`config.mk`:
```
export PLATFORM = sky130hd
export DESIGN_NAME = hazard_forward_ctrl
export DESIGN_NICKNAME = d
export VERILOG_FILES = /design/src/rtl/core_pkg.sv /design/src/rtl/fwd_select.sv /design/src/rtl/hazard_forward_ctrl.sv
export SDC_FILE = /design/constraint.sdc
export NUM_CORES = 1
export LEC_CHECK = 0
export ABC_CLOCK_PERIOD_IN_PS = 4000
export CELL_PAD_IN_SITES_DETAIL_PLACEMENT = 0
export CELL_PAD_IN_SITES_GLOBAL_PLACEMENT = 1
export CORE_MARGIN = 2
export CORE_UTILIZATION = 24
export DETAILED_ROUTE_END_ITERATION = 16
export PLACE_DENSITY_LB_ADDON = 0.1
export SKIP_CTS_REPAIR_TIMING = 1
export SLEW_MARGIN = 25
export SYNTH_ARGS = -nofsm -noshare
export SYNTH_HDL_FRONTEND = slang
export SYNTH_SLANG_ARGS = --single-unit
```
`constraint.sdc`:
```
create_clock -name clock -period 4 [get_ports clock]
set_input_delay 0.6 -clock clock [delete_from_list [all_inputs] [get_ports clock]]
set_output_delay 0.6 -clock clock [all_outputs]
set_load 0.05 [all_outputs]
```
`src/rtl/core_pkg.sv`:
```
// Shared core definitions: forwarding-select encodings, register-number width
// and the shadow-pipeline entry used by the hazard controller.
package core_pkg;

    localparam int unsigned REG_ADDR_W = 5;

    localparam logic [1:0] FWD_RF    = 2'd0;
    localparam logic [1:0] FWD_EXMEM = 2'd1;
    localparam logic [1:0] FWD_MEMWB = 2'd2;

    typedef struct packed {
        logic                  valid;
        logic                  wr_en;
        logic [REG_ADDR_W-1:0] wr_reg;
        logic                  is_load;
    } shadow_t;

endpackage

```
`src/rtl/fwd_select.sv`:
```
// Per-operand forwarding select: picks the youngest in-flight producer of src,
// skipping loads in EX (their data is not ready until MEM/WB).
module fwd_select
    import core_pkg::*;
(
    input  logic [REG_ADDR_W-1:0] src,
    input  logic                  uses,
    input  shadow_t               ex,
    input  shadow_t               mem,
    output logic [1:0]            sel
);

    logic src_nz;
    logic ex_hit;
    logic mem_hit;

    always_comb begin
        src_nz  = (src != '0);
        ex_hit  = ex.valid & ex.wr_en & ~ex.is_load & (ex.wr_reg == src);
        mem_hit = mem.valid & mem.wr_en & (mem.wr_reg == src);
        sel     = FWD_RF;
        if (uses && src_nz) begin
            if (ex_hit) begin
                sel = FWD_EXMEM;
            end else if (mem_hit) begin
                sel = FWD_MEMWB;
            end
        end
    end

endmodule

```
`src/rtl/hazard_forward_ctrl.sv`:
```
// Hazard controller: shadow EX/MEM/WB destination tracking, load-use stall,
// branch flush/bubble control and registered operand-forwarding selects.
module hazard_forward_ctrl #(
    parameter int unsigned REG_ADDR_W = core_pkg::REG_ADDR_W,
    parameter int unsigned PERF_W     = 16
) (
    input  logic                  clock,
    input  logic                  reset_n,
    input  logic                  id_valid,
    input  logic [REG_ADDR_W-1:0] id_rs,
    input  logic [REG_ADDR_W-1:0] id_rt,
    input  logic                  id_uses_rs,
    input  logic                  id_uses_rt,
    input  logic                  id_wr_en,
    input  logic [REG_ADDR_W-1:0] id_wr_reg,
    input  logic                  id_is_load,
    input  logic                  ex_branch_taken,
    input  logic                  mem_wait,
    output logic                  stall_out,
    output logic                  bubble_out,
    output logic                  flush_out,
    output logic [1:0]            fwd_sel_a,
    output logic [1:0]            fwd_sel_b,
    output logic [PERF_W-1:0]     stall_count
);

    import core_pkg::shadow_t;
    import core_pkg::FWD_RF;

    shadow_t ex_q, mem_q, wb_q, ex_d;
    logic [1:0] fwd_a_q, fwd_b_q;
    logic [1:0] sel_a, sel_b;
    logic [PERF_W-1:0] stall_count_q;
    logic advance;
    logic load_use;
    logic count_en;

    // WB is tracked for completeness; the register file is write-first so it never forwards.
    logic unused_wb;
    assign unused_wb = ^wb_q;

    fwd_select u_fwd_a (
        .src  (id_rs),
        .uses (id_valid & id_uses_rs),
        .ex   (ex_q),
        .mem  (mem_q),
        .sel  (sel_a)
    );

    fwd_select u_fwd_b (
        .src  (id_rt),
        .uses (id_valid & id_uses_rt),
        .ex   (ex_q),
        .mem  (mem_q),
        .sel  (sel_b)
    );

    always_comb begin
        advance  = ~mem_wait;
        load_use = id_valid & ex_q.valid & ex_q.is_load & ex_q.wr_en & (ex_q.wr_reg != '0) &
                   ((id_uses_rs & (id_rs == ex_q.wr_reg)) |
                    (id_uses_rt & (id_rt == ex_q.wr_reg)));
        // Outputs are gated by reset so they read 0 while reset is held, whatever the inputs.
        stall_out  = reset_n & (mem_wait | (load_use & ~ex_branch_taken));
        bubble_out = reset_n & advance & (load_use | ex_branch_taken);
        flush_out  = reset_n & advance & ex_branch_taken;
        count_en   = load_use & advance & ~ex_branch_taken & (stall_count_q != '1);

        ex_d         = '0;
        ex_d.valid   = id_valid;
        ex_d.wr_en   = id_wr_en;
        ex_d.wr_reg  = id_wr_reg;
        ex_d.is_load = id_is_load;
        if (bubble_out) begin
            ex_d = '0;
        end
    end

    always_ff @(posedge clock or negedge reset_n) begin
        if (!reset_n) begin
            ex_q    <= '0;
            mem_q   <= '0;
            wb_q    <= '0;
            fwd_a_q <= FWD_RF;
            fwd_b_q <= FWD_RF;
        end else if (advance) begin
            wb_q  <= mem_q;
            mem_q <= ex_q;
            ex_q  <= ex_d;
            if (bubble_out) begin
                fwd_a_q <= FWD_RF;
                fwd_b_q <= FWD_RF;
            end else begin
                fwd_a_q <= sel_a;
                fwd_b_q <= sel_b;
            end
        end
    end

    always_ff @(posedge clock or negedge reset_n) begin
        if (!reset_n) begin
            stall_count_q <= '0;
        end else if (count_en) begin
            stall_count_q <= stall_count_q + 1'b1;
        end
    end

    assign fwd_sel_a   = fwd_a_q;
    assign fwd_sel_b   = fwd_b_q;
    assign stall_count = stall_count_q;

endmodule

```
==> results of run 1 <==
-- state kept, by name, indices dropped and copies added, names as in the netlist --
| name | cells |
|---|---|
| ex_q | 8 |
| fwd_sel_a | 2 |
| fwd_sel_b | 2 |
| mem_q | 7 |
| stall_count | 16 |
-- power breakdown --
part	internal [mW]	total, mW	leakage (nW)	switching (mW)
registers	0.373	0.397	0.460	0.0239
clock network	0.157	0.285	0.0515	0.127
logic	0.0624	0.116	0.577	0.0539
total	0.593	0.798	1.09	0.205
-- critical path, stage by stage --
cell	delay, ps
clkdlybuf4s50_1	480
xor2_1	170
nor4_1	410
a32o_1	260
and2_1	250
nor2b_1	160
o21a_1	120
buf_4	190
-- stage by stage --
step / area, sq um / worst slack, ps / hold WS [ps]
3_5_place_dp: 2390 / 778 / 482
5_1_grt: 2490 / 531 / 416
2_1_floorplan: 1830 / 1370 / 304
3_3_place_gp: 2390 / 783 / 479
4_1_cts: 2490 / 763 / 406
6_report: 2490 / 761 / 374
-- cells by family after synthesis --
group / share of synthesized area [%]
AO/OA/AOI/OAI: 10.4
XOR/XNOR: 16.8
adder cells (fa/ha/maj): 0.684
buffers and inverters: 1.91
flip-flops: 47.9
multiplexers: 4.92
AND/OR/NAND/NOR: 17.4
-- how the worst max path moves through the flow --
stage                  start        end  slack (ps)  depth (start not counted)
CTS                 id_rt[3]  stall_out         760                          8
detailed placement  id_rt[3]  stall_out         780                          8
global route        id_rt[3]  stall_out         530                          8
finish              id_rt[3]  stall_out         760                          8
global placement    id_rt[3]  stall_out         780                          8
floorplan           id_rt[3]  stall_out        1370                          7
-- cells in the mapped netlist, drive strengths merged --
master	number	share of area [%]
a22o	10	4.8
and2	4	1.4
and3	4	1.4
buf	2	0.89
nor2	8	1.6
dfrtp	35	48
nor4b	1	0.48
o31ai	2	1.1
nor3	9	2.5
xor2	27	13
xnor2	8	3.8
nor4	3	1.0
nor2b	3	1.0
ha	1	0.68
o311a	2	1.1
or3	2	0.68
mux2	8	4.9
a21oi	1	0.27
a2111o	1	0.62
nand3b	1	0.41
nand4	8	2.7
o21a	2	0.82
nand2	7	1.4
nand3	7	1.9
clkbuf	3	0.62
o31a	1	0.48
o22ai	1	0.68
nor3b	1	0.41
inv	2	0.41
a32o	1	0.55
and4	1	0.48
-- per-layer routing --
| layer | GRT usage (%) | up-vias | share of wire [%] |
|---|---|---|---|
| li1 | - | 703 | - |
| met1 | 16.6 | 684 | 51 |
| met2 | 17.7 | 28 | 44 |
| met3 | 2.90 | 7 | 3.4 |
| met4 | 4.55 | 0 | 1.6 |
| met5 | 0 | - | 0 |
-- area by class of cell --
class	instances	area share, %
Tap cell	99	4.97
Sequential cell	35	35.2
Clock buffer	8	4.02
Timing Repair Buffer	48	18.7
Inverter	2	0.301
Multi-Input combinational cell	124	36.9
==> flow_summary_export.csv, run 1 <==
group,metric,value,unit
outcome,run_status,"finished, final reports clean",
worst_setup_path,r2r-end,"stall_count[15]",
cts,cts_root_buf,"clkbuf_8",
synthesis,synth_area_per_cell,11.0,sq um
floorplanning,die_w,91.3,um
worst_setup_path,critPathArrivalTime,2640,ps
cells_and_area,finalNonFillerCells,316,
worst_setup_path,start_kind,"input port",
route,wl_per_cell,14.7,um
placement,hpwlAfterDp,3.45,mm
cells_and_area,regArea,876,sq um
synthesis,ys_types,33,
pwr,power_leakage,1.09,nW
cts,clk_path_buf_depth,2,
worst_setup_path,cp_max_fo,6,
cells_and_area,fillers,770,
worst_hold_path,hp-class,"input port to asynchronous set/reset pin",
sta,max_freq,309,MHz
cts,cts.sinks,35,
pwr,ir_drop,0.129,mV
cts,worstSkewPairLatency,290,ps
floorplanning,die-area,8340,sq um
pwr,powerDensity,320,nW/um^2
sta,final.setup.tns,0,ps
route,drc,0,
cells_and_area,final_cell_mix,"clkdlybuf4s50_1, dfrtp_1, xor2_1, a22o_1, nor3_1",
route,antenna_left,0,
floorplanning,dieHeight,91.3,um
synthesis,ys_warn_count,0,
route,firstDrtPassIters,4,
placement,dpl.cell_count,308,
flow_run,max_cap_violations,0,
global_route,antenna_found_initial,0,
cts,clkTransAtPathRegs,70,ps
pwr,power,798,uW
global_route,grt_max_degree,39,
floorplanning,core_area,7330,sq um
synthesis,ys_seq_area_share,47.9,%
route,postRouteWirelength,4.64,mm
cells_and_area,final_util,34.0,%
cells_and_area,syn2layout_area_growth,36.2,%
route,drt_iter0_markers,44,
sta,period_share,81.0,%
synthesis,syn_area,1830,sq um
worst_setup_path,reg2reg_slack,1460,ps
sta,grt_setup_unrepaired,"false",
placement,io_buffers,46,
cells_and_area,diodes,0,
cells_and_area,nets,241,
floorplanning,rows,31,
global_route,grt_pass1_vias,1495,
sta,setup_violations,0,
cells_and_area,drive_gt1_share,10.1,%
placement,gp_congestion,0.846,
sta,worst_pin_slew,633,ps
synthesis,syn_nets,191,
cells_and_area,multiInputGateArea,918,sq um
route,via_count,1422,
floorplanning,pin_count,47,
sta,finalCriticalPeriod,3240,ps
cts,h-tree-depth,2,
sta,drv_slew,0,
floorplanning,start_util,25.0,%
global_route,grt_first_pass_wirelength,7.69,mm
worst_setup_path,end_kind,"primary output",
global_route,grtUsageTotal,11.9,%
cts,cts_tree,"done",
sta,fin_skew,6.82,ps
synthesis,syn_inst,166,
route,via_per_inst,4.50,
worst_setup_path,rr_worst_depth,6,
sta,slew-limit-headroom,57.7,%
worst_setup_path,worstReg2RegStart,"ex_q[4]",
sta,hold_viol,0,
cts,cts_buffers,5,
worst_setup_path,cp_data_required_time,3400,ps
cells_and_area,layout_commonest_cell,"clkdlybuf4s50_1",
global_route,gr-total-overflow,0,
worst_setup_path,worstSetupPathType,"input port to primary output",
synthesis,ys_seq_elements,35,
(Power assumes the default switching activity.)
==> inputs of run 2 (changes only) <==
--- a/config.mk
+++ b/config.mk
@@ -5,7 +5,7 @@
 export SDC_FILE = /design/constraint.sdc
 export NUM_CORES = 1
 export LEC_CHECK = 0
-export ABC_CLOCK_PERIOD_IN_PS = 4000
+export ABC_CLOCK_PERIOD_IN_PS = 3100
 export CELL_PAD_IN_SITES_DETAIL_PLACEMENT = 0
 export CELL_PAD_IN_SITES_GLOBAL_PLACEMENT = 1
 export CORE_MARGIN = 2
==> constraint.sdc (replaced) <==
create_clock -name clock -period 3.1 [get_ports clock]
set_input_delay 0.465 -clock clock [delete_from_list [all_inputs] [get_ports clock]]
set_output_delay 0.465 -clock clock [all_outputs]
set_load 0.05 [all_outputs]
==> run 2 against run 1 <==
Compared with the run above: power is 22% higher; via count rose by 0.14%; final area rose by 1.2%; critical path type unchanged; cell count is the same; critical path depth did not move; sequential share of layout area shrank 0.40 points; hold slack lost 290 ps; sequential cell count unchanged; setup slack lost 480 ps; register-to-register slack lost 620 ps; first-iteration DRC count shrank 9.1%; clock power rose by 7.4%.
==> flow_summary_export.csv, run 2 (synthesis results as in run 1) <==
group,metric,value,unit
pwr,p_int,716,uW
placement,gp_congestion,0.818,
floorplanning,dieHeight,91.3,um
sta,setup_violations,0,
flow_run,max_cap_violations,0,
cells_and_area,largest_register_ffs,16,
worst_setup_path,cp_max_fo,3,
sta,period_share,90.8,%
pwr,power,975,uW
worst_setup_path,path_cells,"clkdlybuf4s50_1, xor2_1, nor4_2, a32o_1, and2_1, nor2b_1, o21a_1, buf_12",
floorplanning,core_area,7330,sq um
sta,fin_skew,9.34,ps
cts,h-tree-depth,2,
sta,slew-limit-headroom,65.5,%
worst_setup_path,critPathArrivalTime,2350,ps
global_route,grt_max_degree,24,
cells_and_area,layout_commonest_cell,"clkdlybuf4s50_1",
global_route,grtUsageTotal,12.1,%
route,drt_iter0_markers,40,
route,firstDrtPassIters,4,
global_route,antenna_found_initial,0,
floorplanning,die_w,91.3,um
pwr,pwr-share-seq,52.6,%
sta,grt_setup_unrepaired,"false",
outcome,run_status,"finished, final reports clean",
worst_setup_path,reg2reg_slack,840,ps
cts,cts_root_buf,"clkbuf_8",
cells_and_area,drive_gt1_share,11.1,%
floorplanning,start_util,25.0,%
worst_setup_path,cp.buffers_inverters,2,
worst_setup_path,start_kind,"input port",
cells_and_area,syn2layout_area_growth,37.8,%
pwr,power.switching,259,uW
cells_and_area,final_util,34.4,%
cts,clk_path_buf_depth,2,
cells_and_area,diodes,0,
pwr,ir_drop,0.139,mV
worst_hold_path,hp-class,"input port to asynchronous set/reset pin",
worst_setup_path,end_kind,"primary output",
floorplanning,rows,31,
pwr,power_leakage,1.10,nW
sta,hold_viol,0,
cts,clkTransAtPathRegs,70,ps
route,postRouteWirelength,4.63,mm
worst_setup_path,cp_data_required_time,2630,ps
global_route,gr-total-overflow,0,
route,drc,0,
route,wl_per_cell,14.7,um
worst_setup_path,worstSetupPathType,"input port to primary output",
global_route,grt_pass1_vias,1545,
pwr,pwr-share-comb,16.1,%
sta,max_freq,355,MHz
cts,cts_buffers,5,
cells_and_area,final_cell_mix,"clkdlybuf4s50_1, dfrtp_1, xor2_1, a22o_1, nor3_1",
floorplanning,pin_count,47,
route,antenna_left,0,
global_route,grt_first_pass_wirelength,7.90,mm
cells_and_area,fin_area,2520,sq um
cells_and_area,fillers,753,
cells_and_area,nets,243,
cts,cts_tree,"done",
pwr,clock_power_share,31.3,%
placement,io_buffers,46,
cts,worstSkewPairLatency,280,ps
pwr,sw_frac_of_total,26.6,%
route,via_count,1424,
floorplanning,die-area,8340,sq um
sta,worst_pin_slew,516,ps
route,via_per_inst,4.51,
placement,place_area,2440,sq um
worst_setup_path,crit_family,"simple AND/OR/NAND/NOR gates",
sta,final.setup.tns,0,ps
placement,hpwlAfterDp,3.53,mm
worst_setup_path,critPathMaxStageDelay,480,ps
sta,finalCriticalPeriod,2810,ps
cts,cts.sinks,35,
worst_setup_path,crit_slowest_cell,"clkdlybuf4s50_1",
sta,drv_slew,0,
pwr,powerDensity,387,nW/um^2
[run 2: power groups by stage]
stage          clock (mW)  sequential (mW)  combinational [mW]
3_5_place_dp            0            0.522               0.157
4_1_cts             0.318            0.513               0.157
6_report            0.306            0.513               0.157
3_3_place_gp            0            0.522               0.155
5_1_grt             0.339            0.517               0.173
2_1_floorplan           0            0.513              0.0848
[run 2: per-stage QoR]
step | worst slack [ps] | hold WS [ps] | std cells
detailed placement | 185 | 396 | 310
finish | 285 | 84.5 | 316
global route | 137 | 100 | 316
global placement | 218 | 397 | 310
CTS | 177 | 87.8 | 316
floorplan | 739 | 169 | 166
[run 2: cell type report]
| cell class | count | area, sq um | area share [%] |
|---|---|---|---|
| inverter | 2 | 7.51 | 0.298 |
| timing repair buffer | 50 | 515 | 20.5 |
| tap | 99 | 124 | 4.92 |
| clock buffer | 6 | 72.6 | 2.88 |
| sequential | 35 | 876 | 34.8 |
| multi-input combinational | 124 | 925 | 36.7 |
[run 2: path summary, 6_finish.rpt]
path,cells after the start,endpoint,from
worst min-delay path,1,ex_q[7],reset_n
worst max register to register,7,stall_count[1],stall_count[0]
min in group clock,2,fwd_sel_a[1],fwd_sel_a[1]
max in group asynchronous,2,mem_q[3],reset_n
worst max-delay path,8,stall_out,id_rt[3]
worst min register to register,2,fwd_sel_a[1],fwd_sel_a[1]
[run 2: per-layer routing]
| metal | global-route usage [%] | vias to the layer above | wire length [um] |
|---|---|---|---|
| met5 | 0 | - | 0 |
| met4 | 4.29 | 0 | 57 |
| met3 | 3.40 | 4 | 171 |
| met2 | 19.4 | 25 | 2180 |
| met1 | 15.7 | 690 | 2230 |
| li1 | - | 705 | - |
